<file path="src/rtl/axis_pkg.sv">
// rtl/axis_pkg.sv - shared stream/header types, constants and popcount helper
package axis_pkg;

  localparam logic [15:0] ETHERTYPE_IPV4 = 16'h0800;
  localparam int ETH_HDR_BYTES  = 14;
  localparam int IPV4_MIN_BYTES = 34;
  // Widest tkeep the popcount helper handles (TDATA_WIDTH up to 2048).
  localparam int KEEP_MAX       = 256;

  // pkt_len is carried at 32 bits; users truncate to their own LEN_WIDTH.
  typedef struct packed {
    logic [47:0] dst_mac;
    logic [47:0] src_mac;
    logic [15:0] ethertype;
    logic        is_ipv4;
    logic [7:0]  ip_proto;
    logic [31:0] ip_src;
    logic [31:0] ip_dst;
    logic [31:0] pkt_len;
    logic        runt;
  } eth_hdr_t;

  function automatic logic [15:0] popcount(input logic [KEEP_MAX-1:0] v);
    logic [15:0] c;
    c = '0;
    for (int i = 0; i < KEEP_MAX; i++) begin
      c = c + 16'(v[i]);
    end
    return c;
  endfunction

endpackage

</file>
<file path="src/rtl/axis_reg_slice.sv">
// rtl/axis_reg_slice.sv - full-throughput register slice with skid buffer
module axis_reg_slice #(
  parameter int WIDTH = 8
) (
  input  logic             clk,
  input  logic             rst,
  input  logic [WIDTH-1:0] s_data_i,
  input  logic             s_valid_i,
  output logic             s_ready_o,
  output logic [WIDTH-1:0] m_data_o,
  output logic             m_valid_o,
  input  logic             m_ready_i
);

  logic [WIDTH-1:0] m_data_q, m_data_d, sk_data_q, sk_data_d;
  logic             m_valid_q, m_valid_d, sk_valid_q, sk_valid_d;

  // Ready is registered: only a full skid entry blocks the upstream side.
  assign s_ready_o = !sk_valid_q;
  assign m_data_o  = m_data_q;
  assign m_valid_o = m_valid_q;

  // Next state: refill the output stage (skid first), else park input in skid.
  always_comb begin
    m_data_d   = m_data_q;
    m_valid_d  = m_valid_q;
    sk_data_d  = sk_data_q;
    sk_valid_d = sk_valid_q;
    if (!m_valid_q || m_ready_i) begin
      if (sk_valid_q) begin
        m_data_d   = sk_data_q;
        m_valid_d  = 1'b1;
        sk_valid_d = 1'b0;
      end else begin
        m_valid_d = s_valid_i;
        if (s_valid_i) m_data_d = s_data_i;
      end
    end else if (s_valid_i && !sk_valid_q) begin
      sk_data_d  = s_data_i;
      sk_valid_d = 1'b1;
    end
  end

  // Slice registers.
  always_ff @(posedge clk or posedge rst) begin
    if (rst) begin
      m_data_q   <= '0;
      m_valid_q  <= 1'b0;
      sk_data_q  <= '0;
      sk_valid_q <= 1'b0;
    end else begin
      m_data_q   <= m_data_d;
      m_valid_q  <= m_valid_d;
      sk_data_q  <= sk_data_d;
      sk_valid_q <= sk_valid_d;
    end
  end

endmodule

</file>
<file path="src/rtl/axis_eth_hdr_extract.sv">
// rtl/axis_eth_hdr_extract.sv - stream pass-through with Ethernet/IPv4 header record per packet
module axis_eth_hdr_extract
  import axis_pkg::*;
#(
  parameter int TDATA_WIDTH = 512,
  parameter int LEN_WIDTH   = 16
) (
  input  logic                     clk,
  input  logic                     rst,
  input  logic [TDATA_WIDTH-1:0]   s_axis_tdata,
  input  logic [TDATA_WIDTH/8-1:0] s_axis_tkeep,
  input  logic                     s_axis_tlast,
  input  logic                     s_axis_tvalid,
  output logic                     s_axis_tready,
  output logic [TDATA_WIDTH-1:0]   m_axis_tdata,
  output logic [TDATA_WIDTH/8-1:0] m_axis_tkeep,
  output logic                     m_axis_tlast,
  output logic                     m_axis_tvalid,
  input  logic                     m_axis_tready,
  output logic                     m_hdr_valid,
  input  logic                     m_hdr_ready,
  output logic [47:0]              m_hdr_dst_mac,
  output logic [47:0]              m_hdr_src_mac,
  output logic [15:0]              m_hdr_ethertype,
  output logic                     m_hdr_is_ipv4,
  output logic [7:0]               m_hdr_ip_proto,
  output logic [31:0]              m_hdr_ip_src,
  output logic [31:0]              m_hdr_ip_dst,
  output logic [LEN_WIDTH-1:0]     m_hdr_pkt_len,
  output logic                     m_hdr_runt,
  output logic [31:0]              stat_pkt_cnt,
  output logic [31:0]              stat_runt_cnt
);

  localparam int KEEP_W   = TDATA_WIDTH / 8;
  localparam int SLICE_W  = TDATA_WIDTH + KEEP_W + 1;
  localparam int HDR_BITS = IPV4_MIN_BYTES * 8;
  localparam logic [LEN_WIDTH-1:0] LEN_MAX = '1;

  typedef enum logic {ST_FIRST, ST_BODY} state_t;

  state_t                state_q, state_d;
  logic [LEN_WIDTH-1:0]  len_q, len_d, len_fin;
  logic [HDR_BITS-1:0]   stg_q, stg_d, hdr_src;
  eth_hdr_t              hdr_q, hdr_d, rec;
  logic                  hdr_valid_q, hdr_valid_d;
  logic [31:0]           pkt_cnt_q, pkt_cnt_d, runt_cnt_q, runt_cnt_d;
  logic [15:0]           flit_len;
  logic [32:0]           len_acc;
  logic [7:0]            mb [IPV4_MIN_BYTES];
  logic                  slice_ready, stall, s_hs;

  // A new packet may not start while the previous record is still unconsumed.
  assign stall         = (state_q == ST_FIRST) && hdr_valid_q && !m_hdr_ready;
  assign s_axis_tready = slice_ready && !stall;
  assign s_hs          = s_axis_tvalid && s_axis_tready;

  axis_reg_slice #(.WIDTH(SLICE_W)) u_slice (
    .clk       (clk),
    .rst       (rst),
    .s_data_i  ({s_axis_tlast, s_axis_tkeep, s_axis_tdata}),
    .s_valid_i (s_axis_tvalid && !stall),
    .s_ready_o (slice_ready),
    .m_data_o  ({m_axis_tlast, m_axis_tkeep, m_axis_tdata}),
    .m_valid_o (m_axis_tvalid),
    .m_ready_i (m_axis_tready)
  );

  // Length including this flit (saturating) and the record built from it.
  always_comb begin
    flit_len = popcount(KEEP_MAX'(s_axis_tkeep));
    len_acc  = (state_q == ST_FIRST) ? 33'(flit_len) : 33'(len_q) + 33'(flit_len);
    len_fin  = (len_acc > 33'(LEN_MAX)) ? LEN_MAX : len_acc[LEN_WIDTH-1:0];
    hdr_src  = (state_q == ST_FIRST) ? s_axis_tdata[HDR_BITS-1:0] : stg_q;
    for (int i = 0; i < IPV4_MIN_BYTES; i++) begin
      mb[i] = (33'(len_fin) > 33'(i)) ? hdr_src[8*i +: 8] : 8'h00;
    end
    rec           = '0;
    rec.dst_mac   = {mb[0], mb[1], mb[2], mb[3], mb[4], mb[5]};
    rec.src_mac   = {mb[6], mb[7], mb[8], mb[9], mb[10], mb[11]};
    rec.ethertype = {mb[12], mb[13]};
    rec.is_ipv4   = ({mb[12], mb[13]} == ETHERTYPE_IPV4) && (mb[14][7:4] == 4'd4) &&
                    (33'(len_fin) >= 33'(IPV4_MIN_BYTES));
    if (rec.is_ipv4) begin
      rec.ip_proto = mb[23];
      rec.ip_src   = {mb[26], mb[27], mb[28], mb[29]};
      rec.ip_dst   = {mb[30], mb[31], mb[32], mb[33]};
    end
    rec.pkt_len = 32'(len_fin);
    rec.runt    = 33'(len_fin) < 33'(ETH_HDR_BYTES);
  end

  // FSM next state: capture on first flit, accumulate in body, publish on tlast.
  always_comb begin
    state_d     = state_q;
    len_d       = len_q;
    stg_d       = stg_q;
    hdr_d       = hdr_q;
    hdr_valid_d = hdr_valid_q;
    pkt_cnt_d   = pkt_cnt_q;
    runt_cnt_d  = runt_cnt_q;
    if (hdr_valid_q && m_hdr_ready) hdr_valid_d = 1'b0;
    if (s_hs) begin
      len_d = len_fin;
      if (state_q == ST_FIRST) stg_d = s_axis_tdata[HDR_BITS-1:0];
      if (s_axis_tlast) begin
        state_d     = ST_FIRST;
        hdr_d       = rec;
        hdr_valid_d = 1'b1;
        pkt_cnt_d   = pkt_cnt_q + 32'd1;
        if (rec.runt) runt_cnt_d = runt_cnt_q + 32'd1;
      end else begin
        state_d = ST_BODY;
      end
    end
  end

  // FSM, accumulator, staging, record and counter registers.
  always_ff @(posedge clk or posedge rst) begin
    if (rst) begin
      state_q     <= ST_FIRST;
      len_q       <= '0;
      stg_q       <= '0;
      hdr_q       <= '0;
      hdr_valid_q <= 1'b0;
      pkt_cnt_q   <= '0;
      runt_cnt_q  <= '0;
    end else begin
      state_q     <= state_d;
      len_q       <= len_d;
      stg_q       <= stg_d;
      hdr_q       <= hdr_d;
      hdr_valid_q <= hdr_valid_d;
      pkt_cnt_q   <= pkt_cnt_d;
      runt_cnt_q  <= runt_cnt_d;
    end
  end

  assign m_hdr_valid     = hdr_valid_q;
  assign m_hdr_dst_mac   = hdr_q.dst_mac;
  assign m_hdr_src_mac   = hdr_q.src_mac;
  assign m_hdr_ethertype = hdr_q.ethertype;
  assign m_hdr_is_ipv4   = hdr_q.is_ipv4;
  assign m_hdr_ip_proto  = hdr_q.ip_proto;
  assign m_hdr_ip_src    = hdr_q.ip_src;
  assign m_hdr_ip_dst    = hdr_q.ip_dst;
  assign m_hdr_pkt_len   = LEN_WIDTH'(hdr_q.pkt_len);
  assign m_hdr_runt      = hdr_q.runt;
  assign stat_pkt_cnt    = pkt_cnt_q;
  assign stat_runt_cnt   = runt_cnt_q;

endmodule
</file>
<file path="config.mk">
export PLATFORM = sky130hd
export DESIGN_NAME = axis_eth_hdr_extract
export DESIGN_NICKNAME = d
export VERILOG_FILES = /design/src/rtl/axis_pkg.sv /design/src/rtl/axis_reg_slice.sv /design/src/rtl/axis_eth_hdr_extract.sv
export SDC_FILE = /design/constraint.sdc
export NUM_CORES = 2
export LEC_CHECK = 0
export CAP_MARGIN = 15
export CORE_AREA = 2 2 554 556
export DETAILED_ROUTE_END_ITERATION = 8
export DIE_AREA = 0 0 556 558
export PLACE_DENSITY = 0.46
export SYNTH_ARGS = -nofsm -noshare
export SYNTH_HDL_FRONTEND = slang
export SYNTH_SLANG_ARGS = --single-unit
</file>
<file path="constraint.sdc">
create_clock -name clk -period 103.8 [get_ports clk]
set_input_delay 20.76 -clock clk [delete_from_list [all_inputs] [get_ports clk]]
set_output_delay 20.76 -clock clk [all_outputs]
set_load 0.005 [all_outputs]
</file>
==> flow_summary.json <==
{
  "p_leak_nw": 40.3,
  "critical_path_required_ps": 83040,
  "area_delta_synth_final_pct": 36.1,
  "worst_setup_path_end_kind": "output pin",
  "setup_slack_ps": 60690,
  "yosys.area_share.simple_pct": 6.38,
  "max-clock-path-buffers": 4,
  "clkTransAtPathRegs_ps": 60,
  "timing.rr.end": "u_slice.sk_data_q[472]",
  "die_w_um": 556,
  "gp_congestion": 0.819,
  "ys_warn_count": 0,
  "cts_tree": "built",
  "hold_depth": 2,
  "core_area_um2": 305000,
  "r2r_start": "state_q",
  "placed_area_um2": 88600,
  "dp_hpwl_um": 210000,
  "synthesis.nets": 6405,
  "io_buffers": 1427,
  "synth_area_um2": 70000,
  "die_h_um": 558,
  "synthesis.instances": 5743,
  "power.total_w": 0.00348,
  "syn_area_per_cell_um2": 12.2,
  "yosysSeqAreaShare_pct": 58.2,
  "fin_crit_ps": 43110,
  "drt_iter0_markers": 2683,
  "start_util_pct": 23.0,
  "synthArstFlopShare_pct": 100,
  "numCtsBuffers": 198,
  "drive_gt1_share_pct": 16.0,
  "wl_per_cell_um": 25.2,
  "cts_num_sinks": 1628,
  "fin_skew_ps": 62.1,
  "ys_ff_latch": 1628,
  "ctsResizeCount": 0,
  "tightest_slew_ps": 1180,
  "antenna_found_initial": 141,
  "grt_max_degree": 259,
  "hold_class": "register to register",
  "netlist.area_leader.share_pct": 58.2,
  "finalHoldViolCount": 0,
  "worst-path-max-fanout": 6,
  "synth.distinct_cells": 68,
  "h-tree-depth": 4,
  "cts_hold_buf": 0,
  "synth_top_family_by_area": "multiplexers",
  "vias_per_cell": 4.40,
  "start_kind": "input port",
  "maxCapViolations": 0,
  "tns_ps": 0,
  "hold_start": "u_slice.m_data_o[352]",
  "post-cts-setup-buffers": 0,
  "final_area_um2": 95300,
  "synth.area.top_cells": "dfrtp_1, mux2_2, mux2i_1, o21ai_0, nand2_1",
  "timing.final.crit_share_pct": 41.5,
  "ant_nets": 0,
  "startpoint": "m_hdr_ready",
  "grt_pass1_wl_um": 399000,
  "max_freq_mhz": 23.2,
  "synth-main-ff-cell": "dfrtp_1",
  "std_cell_rows": 203,
  "rsz0062_at_grt": "false",
  "critical_path_class": "input port to output pin",
  "first_pass_iters": 5,
  "max_slew_margin_pct": 21.4,
  "synth-xor-area-share_pct": 0.914,
  "synthMuxAreaShare_pct": 22.6,
  "drt-total-wl_um": 285000,
  "vdd.ir_drop.worst_mv": 0.270,
  "min_to": "u_slice.m_data_o[352]",
  "drv_slew": 0,
  "setup_viol": 0,
  "timing.reg2reg.setup_slack_ps": 97660,
  "outcome": "finished clean",
  "synth_fa_ha_area_share_pct": 2.02,
  "die_area_um2": 310000,
  "io_pins": 1428,
  "grt_usage_pct": 17.8,
  "crit_arrival_ps": 22350,
  "fin_nets": 7745,
  "post-route-util_pct": 31.3,
  "synth_compound_area_share_pct": 7.24,
  "insertion_delay_ps": 870,
  "clockRootBuffer": "clkbuf_16",
  "synth_area_leader_cell": "dfrtp_1",
  "grt.overflow.total": 0,
  "drc_errors": 0,
  "num_vias": 49700,
  "reg2reg_depth": 9,
  "synth-edff-count": 0,
  "grt_pass1_vias": 51000,
  "power_density_nw_per_um2": 36.5,
  "dp_slack_ps": 60710
}
## power breakdown
| part | switching, W | internal, W |
|---|---|---|
| Combinational | 0.00122 | 0.000649 |
| Sequential | 0.0000977 | 0.000812 |
| Clock | 0.000292 | 0.000411 |
| Total | 0.00160 | 0.00187 |
## area by class of cell
class	count	area, um^2
flip-flops and latches	1628	40700
well taps	3997	5000
multi-input cells	3635	27500
clock inverters	59	724
clock buffers	290	5750
inverters	118	450
diodes	52	130
fillers	30800	209000
repair buffers	1502	15000
## cell usage in the layout (no fill, tap or decap), types with 5 or more instances in the layout
cell type	count
dfrtp_1	1626
clkdlybuf4s50_1	1427
nand2_1	870
o21ai_0	813
mux2i_1	767
mux2_2	721
clkbuf_16	200
inv_1	117
buf_4	64
nor2_1	56
fa_1	55
diode_2	52
clkbuf_1	49
clkbuf_8	41
xnor2_1	38
xor2_1	35
clkinv_2	30
nand3_1	27
ha_1	25
nor3_2	20
a21oi_1	18
o31ai_1	16
nand4_1	15
a211oi_1	12
and3_1	12
bufinv_16	11
buf_12	11
o211ai_1	9
nor4_1	9
nor3_1	8
a22o_1	8
o31ai_4	7
and4_1	7
inv_6	7
a31oi_1	6
and2_1	5
o211a_1	5
nor4_2	5
## cells by family (layout without fill, tap and decap cells)
kind of cell             count (synthesis)  count (layout)
flip-flops                            1628            1628
multiplexers                          1489            1489
AND/OR/NAND/NOR                       1065            1065
AO/OA/AOI/OAI                          928             928
buffers and inverters                  480            1969
adder cells (fa/ha/maj)                 80              80
XOR/XNOR                                73              73
other                                    0              52
## worst max path at each step
stage | cells past startpoint | slack, ps | end
floorplan | 1 | 37100 | len_q[0]
global placement | 4 | 60680 | s_axis_tready
detailed placement | 4 | 60710 | s_axis_tready
CTS | 4 | 60700 | s_axis_tready
global route | 4 | 60650 | s_axis_tready
finish | 4 | 60690 | s_axis_tready
## layer usage
layer	up-vias	track usage, %	wire (um)
li1	22600	-	-
met1	24900	19.5	106000
met2	1544	31.2	141000
met3	520	7.03	26100
met4	30	6.05	11700
met5	-	0	191
## worst max-delay path, stage by stage
cell and delay (ps):
clkdlybuf4s50_1 420, or3b_2 530, and2_1 190, clkdlybuf4s50_1 440
## synthesized netlist by cell type (9+ instances only)
cell type,count
a211oi_1,12
a21oi_1,18
and3_1,13
buf_1,22
clkbuf_1,333
dfrtp_1,1628
fa_1,55
ha_1,25
inv_1,118
mux2_2,721
mux2i_1,767
nand2_1,871
nand3_1,28
nand4_1,15
nor2_1,57
nor3_1,9
nor3_2,19
nor4_1,9
o211ai_1,9
o21ai_0,813
o31ai_1,16
xnor2_1,38
xor2_1,35
## registers in the layout, indices dropped and copies added, names as in the netlist, 32 cells and up
signal	count
m_hdr_dst_mac	48
m_hdr_ip_dst	32
m_hdr_ip_src	32
m_hdr_src_mac	48
stat_pkt_cnt	32
stat_runt_cnt	32
stg_q	188
u_slice.m_data_o	577
u_slice.sk_data_q	577
## through the flow
stage	std cells	hold WS, ps
after floorplan	5743	450
after global placement	10900	460
after detailed placement	10900	469
after CTS	11200	482
after global routing	11300	497
final	11300	473
Power figures use the tool's default switching activity.
